--- src/rtl/multichannel_fan_ctrl.sv ---
// Multi-channel fan controller: shared incremental PI datapath + per-fan PWM.
// Optional FANCTRL_ANTIWINDUP_EN clamps the integrator to the actuator range.
module multichannel_fan_ctrl #(
  parameter int CHANNELS      = 4,
  parameter int ADC_BITWIDTH  = 8,
  parameter int COEF_BITWIDTH = 12,
  parameter int FRAC_BITWIDTH = 6,
  parameter int PWM_BITWIDTH  = 8
) (
  input  logic                             clk_i,
  input  logic                             rst_i,
  input  logic                             sample_en_i,
  input  logic [CHANNELS*ADC_BITWIDTH-1:0] adc_value_i,
  input  logic [CHANNELS*ADC_BITWIDTH-1:0] set_value_i,
  input  logic [COEF_BITWIDTH-1:0]         b2_i,
  input  logic [COEF_BITWIDTH-1:0]         b0_i,
  input  logic [PWM_BITWIDTH-1:0]          pwm_period_i,
  input  logic [PWM_BITWIDTH-1:0]          pwm_min_i,
  output logic                             busy_o,
  output logic                             done_o,
  output logic [CHANNELS*PWM_BITWIDTH-1:0] duty_o,
  output logic [CHANNELS-1:0]              pwm_o
);

  localparam int E_W    = ADC_BITWIDTH + 1;
  localparam int ACC_W  = PWM_BITWIDTH + FRAC_BITWIDTH + 2;
  localparam int PROD_W = COEF_BITWIDTH + E_W;
  localparam int SUM_W  = ((PROD_W > ACC_W) ? PROD_W : ACC_W) + 2;
  localparam int D_W    = ACC_W - FRAC_BITWIDTH;
  localparam int CH_W   = (CHANNELS > 1) ? $clog2(CHANNELS) : 1;

  localparam logic signed [ACC_W-1:0] A_MAX = {1'b0, {(ACC_W-1){1'b1}}};
  localparam logic signed [ACC_W-1:0] A_MIN = {1'b1, {(ACC_W-1){1'b0}}};

  typedef enum logic [2:0] {
    S_IDLE, S_ERR, S_MULA, S_MULB, S_WB, S_DONE
  } state_t;

  state_t                           r_state;
  logic [CH_W-1:0]                  r_ch;
  logic signed [E_W-1:0]            r_e;
  logic signed [PROD_W-1:0]         r_pa;
  logic signed [PROD_W-1:0]         r_pb;
  logic signed [ACC_W-1:0]          r_acc   [CHANNELS];
  logic signed [E_W-1:0]            r_eprev [CHANNELS];
  logic [CHANNELS*PWM_BITWIDTH-1:0] r_duty;
  logic                             r_busy;
  logic                             r_done;

  logic [PWM_BITWIDTH-1:0]          r_cnt;
  logic [CHANNELS*PWM_BITWIDTH-1:0] r_dact;
  logic [CHANNELS-1:0]              r_pwm;

  logic [ADC_BITWIDTH-1:0]   w_adc;
  logic [ADC_BITWIDTH-1:0]   w_set;
  logic signed [E_W-1:0]     w_e;
  logic signed [COEF_BITWIDTH-1:0] w_b2;
  logic signed [COEF_BITWIDTH-1:0] w_b0;
  logic signed [SUM_W-1:0]   w_sum;
  logic signed [ACC_W-1:0]   w_sat;
  logic signed [ACC_W-1:0]   w_acc_new;
  logic signed [D_W-1:0]     w_q;
  logic signed [D_W-1:0]     w_per;
  logic [PWM_BITWIDTH-1:0]   w_clamp;
  logic [PWM_BITWIDTH-1:0]   w_duty;
  logic                      w_last;

  assign w_b2 = b2_i;
  assign w_b0 = b0_i;
  assign w_last = (r_ch == CH_W'(CHANNELS - 1));

  // Error, accumulator update, saturation and duty shaping for channel r_ch
  always_comb begin
    w_adc = adc_value_i[int'(r_ch)*ADC_BITWIDTH +: ADC_BITWIDTH];
    w_set = set_value_i[int'(r_ch)*ADC_BITWIDTH +: ADC_BITWIDTH];
    w_e   = $signed({1'b0, w_adc}) - $signed({1'b0, w_set});
    w_sum = SUM_W'(r_acc[r_ch]) + SUM_W'(r_pa) + SUM_W'(r_pb);
    if (w_sum > SUM_W'(A_MAX)) begin
      w_sat = A_MAX;
    end else if (w_sum < SUM_W'(A_MIN)) begin
      w_sat = A_MIN;
    end else begin
      w_sat = w_sum[ACC_W-1:0];
    end
    w_acc_new = w_sat;
`ifdef FANCTRL_ANTIWINDUP_EN
    if (w_sat < 0) begin
      w_acc_new = '0;
    end else if (w_sat > $signed({2'b00, pwm_period_i,
                                  {FRAC_BITWIDTH{1'b0}}})) begin
      w_acc_new = $signed({2'b00, pwm_period_i, {FRAC_BITWIDTH{1'b0}}});
    end
`endif
    w_q   = w_acc_new[ACC_W-1:FRAC_BITWIDTH];
    w_per = $signed({2'b00, pwm_period_i});
    if (w_q < 0) begin
      w_clamp = '0;
    end else if (w_q > w_per) begin
      w_clamp = pwm_period_i;
    end else begin
      w_clamp = w_q[PWM_BITWIDTH-1:0];
    end
    w_duty = w_clamp;
    if (w_clamp != '0 && w_clamp < pwm_min_i) begin
      w_duty = (pwm_min_i > pwm_period_i) ? pwm_period_i : pwm_min_i;
    end
  end

  // Sequencer: walks every channel through ERR/MULA/MULB/WB per strobe
  always_ff @(posedge clk_i) begin
    if (rst_i) begin
      r_state <= S_IDLE;
      r_ch    <= '0;
      r_e     <= '0;
      r_pa    <= '0;
      r_pb    <= '0;
      r_duty  <= '0;
      r_busy  <= 1'b0;
      r_done  <= 1'b0;
      for (int c = 0; c < CHANNELS; c++) begin
        r_acc[c]   <= '0;
        r_eprev[c] <= '0;
      end
    end else begin
      r_done <= 1'b0;
      unique case (r_state)
        S_IDLE: begin
          if (sample_en_i) begin
            r_state <= S_ERR;
            r_ch    <= '0;
            r_busy  <= 1'b1;
          end
        end
        S_ERR: begin
          r_e     <= w_e;
          r_state <= S_MULA;
        end
        S_MULA: begin
          r_pa    <= PROD_W'(w_b2) * PROD_W'(r_e);
          r_state <= S_MULB;
        end
        S_MULB: begin
          r_pb    <= PROD_W'(w_b0) * PROD_W'(r_eprev[r_ch]);
          r_state <= S_WB;
        end
        S_WB: begin
          r_acc[r_ch]   <= w_acc_new;
          r_eprev[r_ch] <= r_e;
          r_duty[int'(r_ch)*PWM_BITWIDTH +: PWM_BITWIDTH] <= w_duty;
          if (w_last) begin
            r_state <= S_DONE;
            r_done  <= 1'b1;
          end else begin
            r_ch    <= r_ch + CH_W'(1);
            r_state <= S_ERR;
          end
        end
        S_DONE: begin
          r_state <= S_IDLE;
          r_busy  <= 1'b0;
        end
        default: r_state <= S_IDLE;
      endcase
    end
  end

  // Shared PWM counter; duties are reloaded only at the wrap
  always_ff @(posedge clk_i) begin
    if (rst_i) begin
      r_cnt  <= '0;
      r_dact <= '0;
      r_pwm  <= '0;
    end else if (pwm_period_i == '0) begin
      r_cnt <= '0;
      r_pwm <= '0;
    end else begin
      if (r_cnt >= pwm_period_i - PWM_BITWIDTH'(1)) begin
        r_cnt  <= '0;
        r_dact <= r_duty;
      end else begin
        r_cnt <= r_cnt + PWM_BITWIDTH'(1);
      end
      for (int c = 0; c < CHANNELS; c++) begin
        r_pwm[c] <= (r_cnt < r_dact[c*PWM_BITWIDTH +: PWM_BITWIDTH]);
      end
    end
  end

  assign busy_o = r_busy;
  assign done_o = r_done;
  assign duty_o = r_duty;
  assign pwm_o  = r_pwm;

endmodule

--- config.mk ---
export PLATFORM = sky130hd
export DESIGN_NAME = multichannel_fan_ctrl
export DESIGN_NICKNAME = d
export VERILOG_FILES = /design/src/rtl/multichannel_fan_ctrl.sv
export SDC_FILE = /design/constraint.sdc
export NUM_CORES = 1
export LEC_CHECK = 0
export CORE_MARGIN = 8
export CORE_UTILIZATION = 50
export DETAILED_ROUTE_END_ITERATION = 7
export GPL_TIMING_DRIVEN = 1
export PLACE_DENSITY = 0.69
export SLEW_MARGIN = 20
export SYNTH_ARGS = -nofsm -noshare
export SYNTH_HDL_FRONTEND = slang
export SYNTH_SLANG_ARGS = --single-unit
--- constraint.sdc ---
create_clock -name clk_i -period 10.2 [get_ports clk_i]
set_input_delay 2.04 -clock clk_i [delete_from_list [all_inputs] [get_ports clk_i]]
set_output_delay 2.04 -clock clk_i [all_outputs]
set_load 0.1 [all_outputs]
==> flow_summary.yaml <==
clock_network:
  clk_pin_slew_worst_paths_ps: 70
  cts_tree: "done"
  cts_buffers: 25
  clockBufferDepth: 3
  clock-root-buffer: "sky130_fd_sc_hd__clkbuf_16"
  clock_insertion_delay_worst_skew_ps: 540
  cts_hold_buffers: 0
  cts.sinks: 236
  cts-htree-levels: 1
routing:
  post_drt_via_cell_ratio: 5.76
  vias: 16300
  drt_first_pass_iters: 5
  ant_nets: 0
  initialDrtViolationCount: 1070
  avg_wl_per_cell_um: 19.8
  detail_route.wirelength_mm: 56.1
  drc_errors: 0
worst_setup_path:
  regToRegSetupSlack_ps: 780
  crit_path_max_fanout: 19
  cp_data_arrival_time_ps: 9810
  worst_path_required_ps: 10590
  cp.buffers_inverters: 3
  max_stage_delay_ps: 660
  critical_path_class: "reg2reg"
  path_delay_family: "compound AO/OA/AOI/OAI gates"
  critPathSlowestCell: "sky130_fd_sc_hd__mux4_2"
  worstSetupEndpointType: "flip-flop"
  worst_setup_path_start_kind: "flip-flop"
  end_of_the_worst_register_to_register_path: "duty_o[6]"
  worst-r2r-cell-count: 33
power:
  peakVddDrop_v: 0.000125
  power-per-cell-area_mw_per_mm2: 150
  p_leak_nw: 10.4
min_path:
  worst_min_delay_path_category: "reg2reg"
  timing.hold.worst_endpoint: "r_pa[1]"
  timing.hold.worst_path_depth: 2
  timing.hold.worst.start: "r_pa[1]"
synthesis:
  postSynth.topFlopCell: "sky130_fd_sc_hd__dfxtp_1"
  syn_area_mm2: 0.0213
  synth.yosys.seq_area_share: 0.269
  yosys.cell_types.count: 85
  synthCells: 2195
  ys_async_sr_fraction: 0
  yosysWarningCount: 0
  syn_nets: 2689
  synth_edf_count: 100
  postSynthAreaPerCell_um2: 9.69
  synth-seq-cells: 236
grt:
  overflow: 0
  groute.usage.overall: 0.230
  grt_first_pass_wirelength_mm: 93.1
  grt_antenna_before_repair: 0
  grt_start_max_net_pins: 65
  first_global_vias: 17400
sta:
  grt_setup_unrepaired: "false"
  timing.setup.tns_ps: 0
  max_slew.worst_pin.slew_ps: 1120
  final_max_slew_viols: 0
  period_needed_ps: 9420
  maxSlewHeadroom: 0.245
  final.setup_skew_ps: 12.3
  fmax_mhz: 106
  report.final.setup_viol: 0
  hold_viol_final: 0
  period_share: 0.923
cells_and_area:
  final_util: 0.572
  post_layout_nets: 2773
  sequential_cell_area_mm2: 0.00573
  post_route_cells_drive_above_1_share: 0.0566
  n_fill_cell: 3551
  area_growth_syn_to_layout_pct: 12.9
  multi_input_area_mm2: 0.0142
  antenna_cells: 0
outcome:
  outcome: "finished clean"
placed_design:
  hpwl_mm: 44.5
  place.port_buffers: 144
  gp_routability_congestion: 0.895
floorplan:
  horizontal_die_dimension_um: 222
  core_area_mm2: 0.0419
  start_util: 0.507
  dieHeight_um: 222
  pin_count: 145
  floorplan.rows: 75
  floorplan_die_area_mm2: 0.0494
run:
  max_cap_viol_count: 0
-- stage by stage --
step                      instances  worst slack, ps  power (W)  hold WS (ps)  instance area (um2)
after floorplan                2195              872    0.00226           436                21300
after global placement         2790             1170    0.00263           448                23100
after detailed placement       2791              911    0.00266           452                23100
after CTS                      2835              896    0.00361           465                24000
after global routing           2835             11.8    0.00386           483                24000
final                          2835              782    0.00360           465                24000
-- synth_stat cells (all sizes together), types with 22 or more instances --
cell	number	share of area
nor3	27	0.0069
a21oi	123	0.029
nand2	262	0.046
xor2	22	0.0091
dfxtp	136	0.13
and2	107	0.031
nand2b	41	0.012
mux2i	41	0.019
clkbuf	78	0.014
mux4	41	0.043
o21ai	54	0.013
buf	29	0.0064
nand3	37	0.0087
edfxtp	100	0.14
xnor2	55	0.023
a21o	26	0.0092
ha	182	0.11
inv	238	0.042
fa	205	0.19
nor2	166	0.029
-- flip-flops by register name, indices dropped and copies added (netlist names), named ones only --
name     cells
r_acc       64
r_eprev     36
duty_o      32
r_dact      32
r_pa        21
r_pb        21
r_e          9
r_cnt        8
pwm_o        4
r_state      3
r_ch         2
busy_o       1
done_o       1
-- layout by cell type (no fill, tap or decap), drive strengths merged, types with 6 or more instances in the layout --
master and count:
a21oi 123, a211oi 15, clkdlybuf4s50 143, clkinv 9, ha 182, a21o 26, a32oi 12, a22oi 6
nor3 27, o31a 6, buf 21, o21bai 12, xor2 22, nand3 37, a31oi 8, clkbuf 29
mux2i 41, dfxtp 136, and2 107, o21ai 54, o31ai 16, edfxtp 100, and3 21, xnor2 55
mux4 41, nand4 13, nor2 166, inv 239, nor2b 11, o21a 9, a221o 6, nand2 262
nor4 6, fa 205, nand2b 41
-- power breakdown --
| part | internal [W] | switching, W |
|---|---|---|
| combinational | 0.000640 | 0.000943 |
| clock | 0.000575 | 0.000380 |
| sequential | 0.00102 | 0.0000465 |
-- logic make-up after synthesis --
| kind of cell | synth area share |
|---|---|
| mux | 0.0650 |
| simple gates | 0.160 |
| flops | 0.269 |
| fa+ha+maj | 0.300 |
| buf+inv | 0.0625 |
| xor+xnor | 0.0317 |
| compound gates | 0.112 |
-- final cells by class --
type | instances | area share
clock buffer | 29 | 0.0267
clock inverter | 15 | 0.00860
inverter | 240 | 0.0375
multi-input combinational | 1612 | 0.594
sequential | 236 | 0.239
tap | 539 | 0.0281
timing repair buffer | 164 | 0.0670
-- routing by layer --
metal | part of all wire | track usage
met1 | 0.42 | 0.304
met2 | 0.49 | 0.396
met3 | 0.065 | 0.0307
met4 | 0.025 | 0.0560
met5 | 0 | 0
-- worst max-delay path by stage --
stage	depth (start not counted)	endpoint	slack, ps	from
after CTS	32	duty_o[6]	900	flip-flop
after detailed placement	32	duty_o[6]	910	flip-flop
final	33	duty_o[6]	780	flip-flop
after floorplan	37	duty_o[24]	870	flip-flop
after global routing	33	duty_o[2]	10	flip-flop
after global placement	33	duty_o[14]	1170	flip-flop
-- worst min-delay path: cells and delay by family, from the launching register on --
| kind | cells | cell delay, ps |
|---|---|---|
| flops | 1 | 310 |
| compound gates | 1 | 50 |
| simple gates | 1 | 50 |
-- what timing repair did --
item,in CTS,in global routing
setup buffers,0,0
gates resized for setup,0,1
setup endpoints to repair,0,5
(Power assumes the default switching activity.)
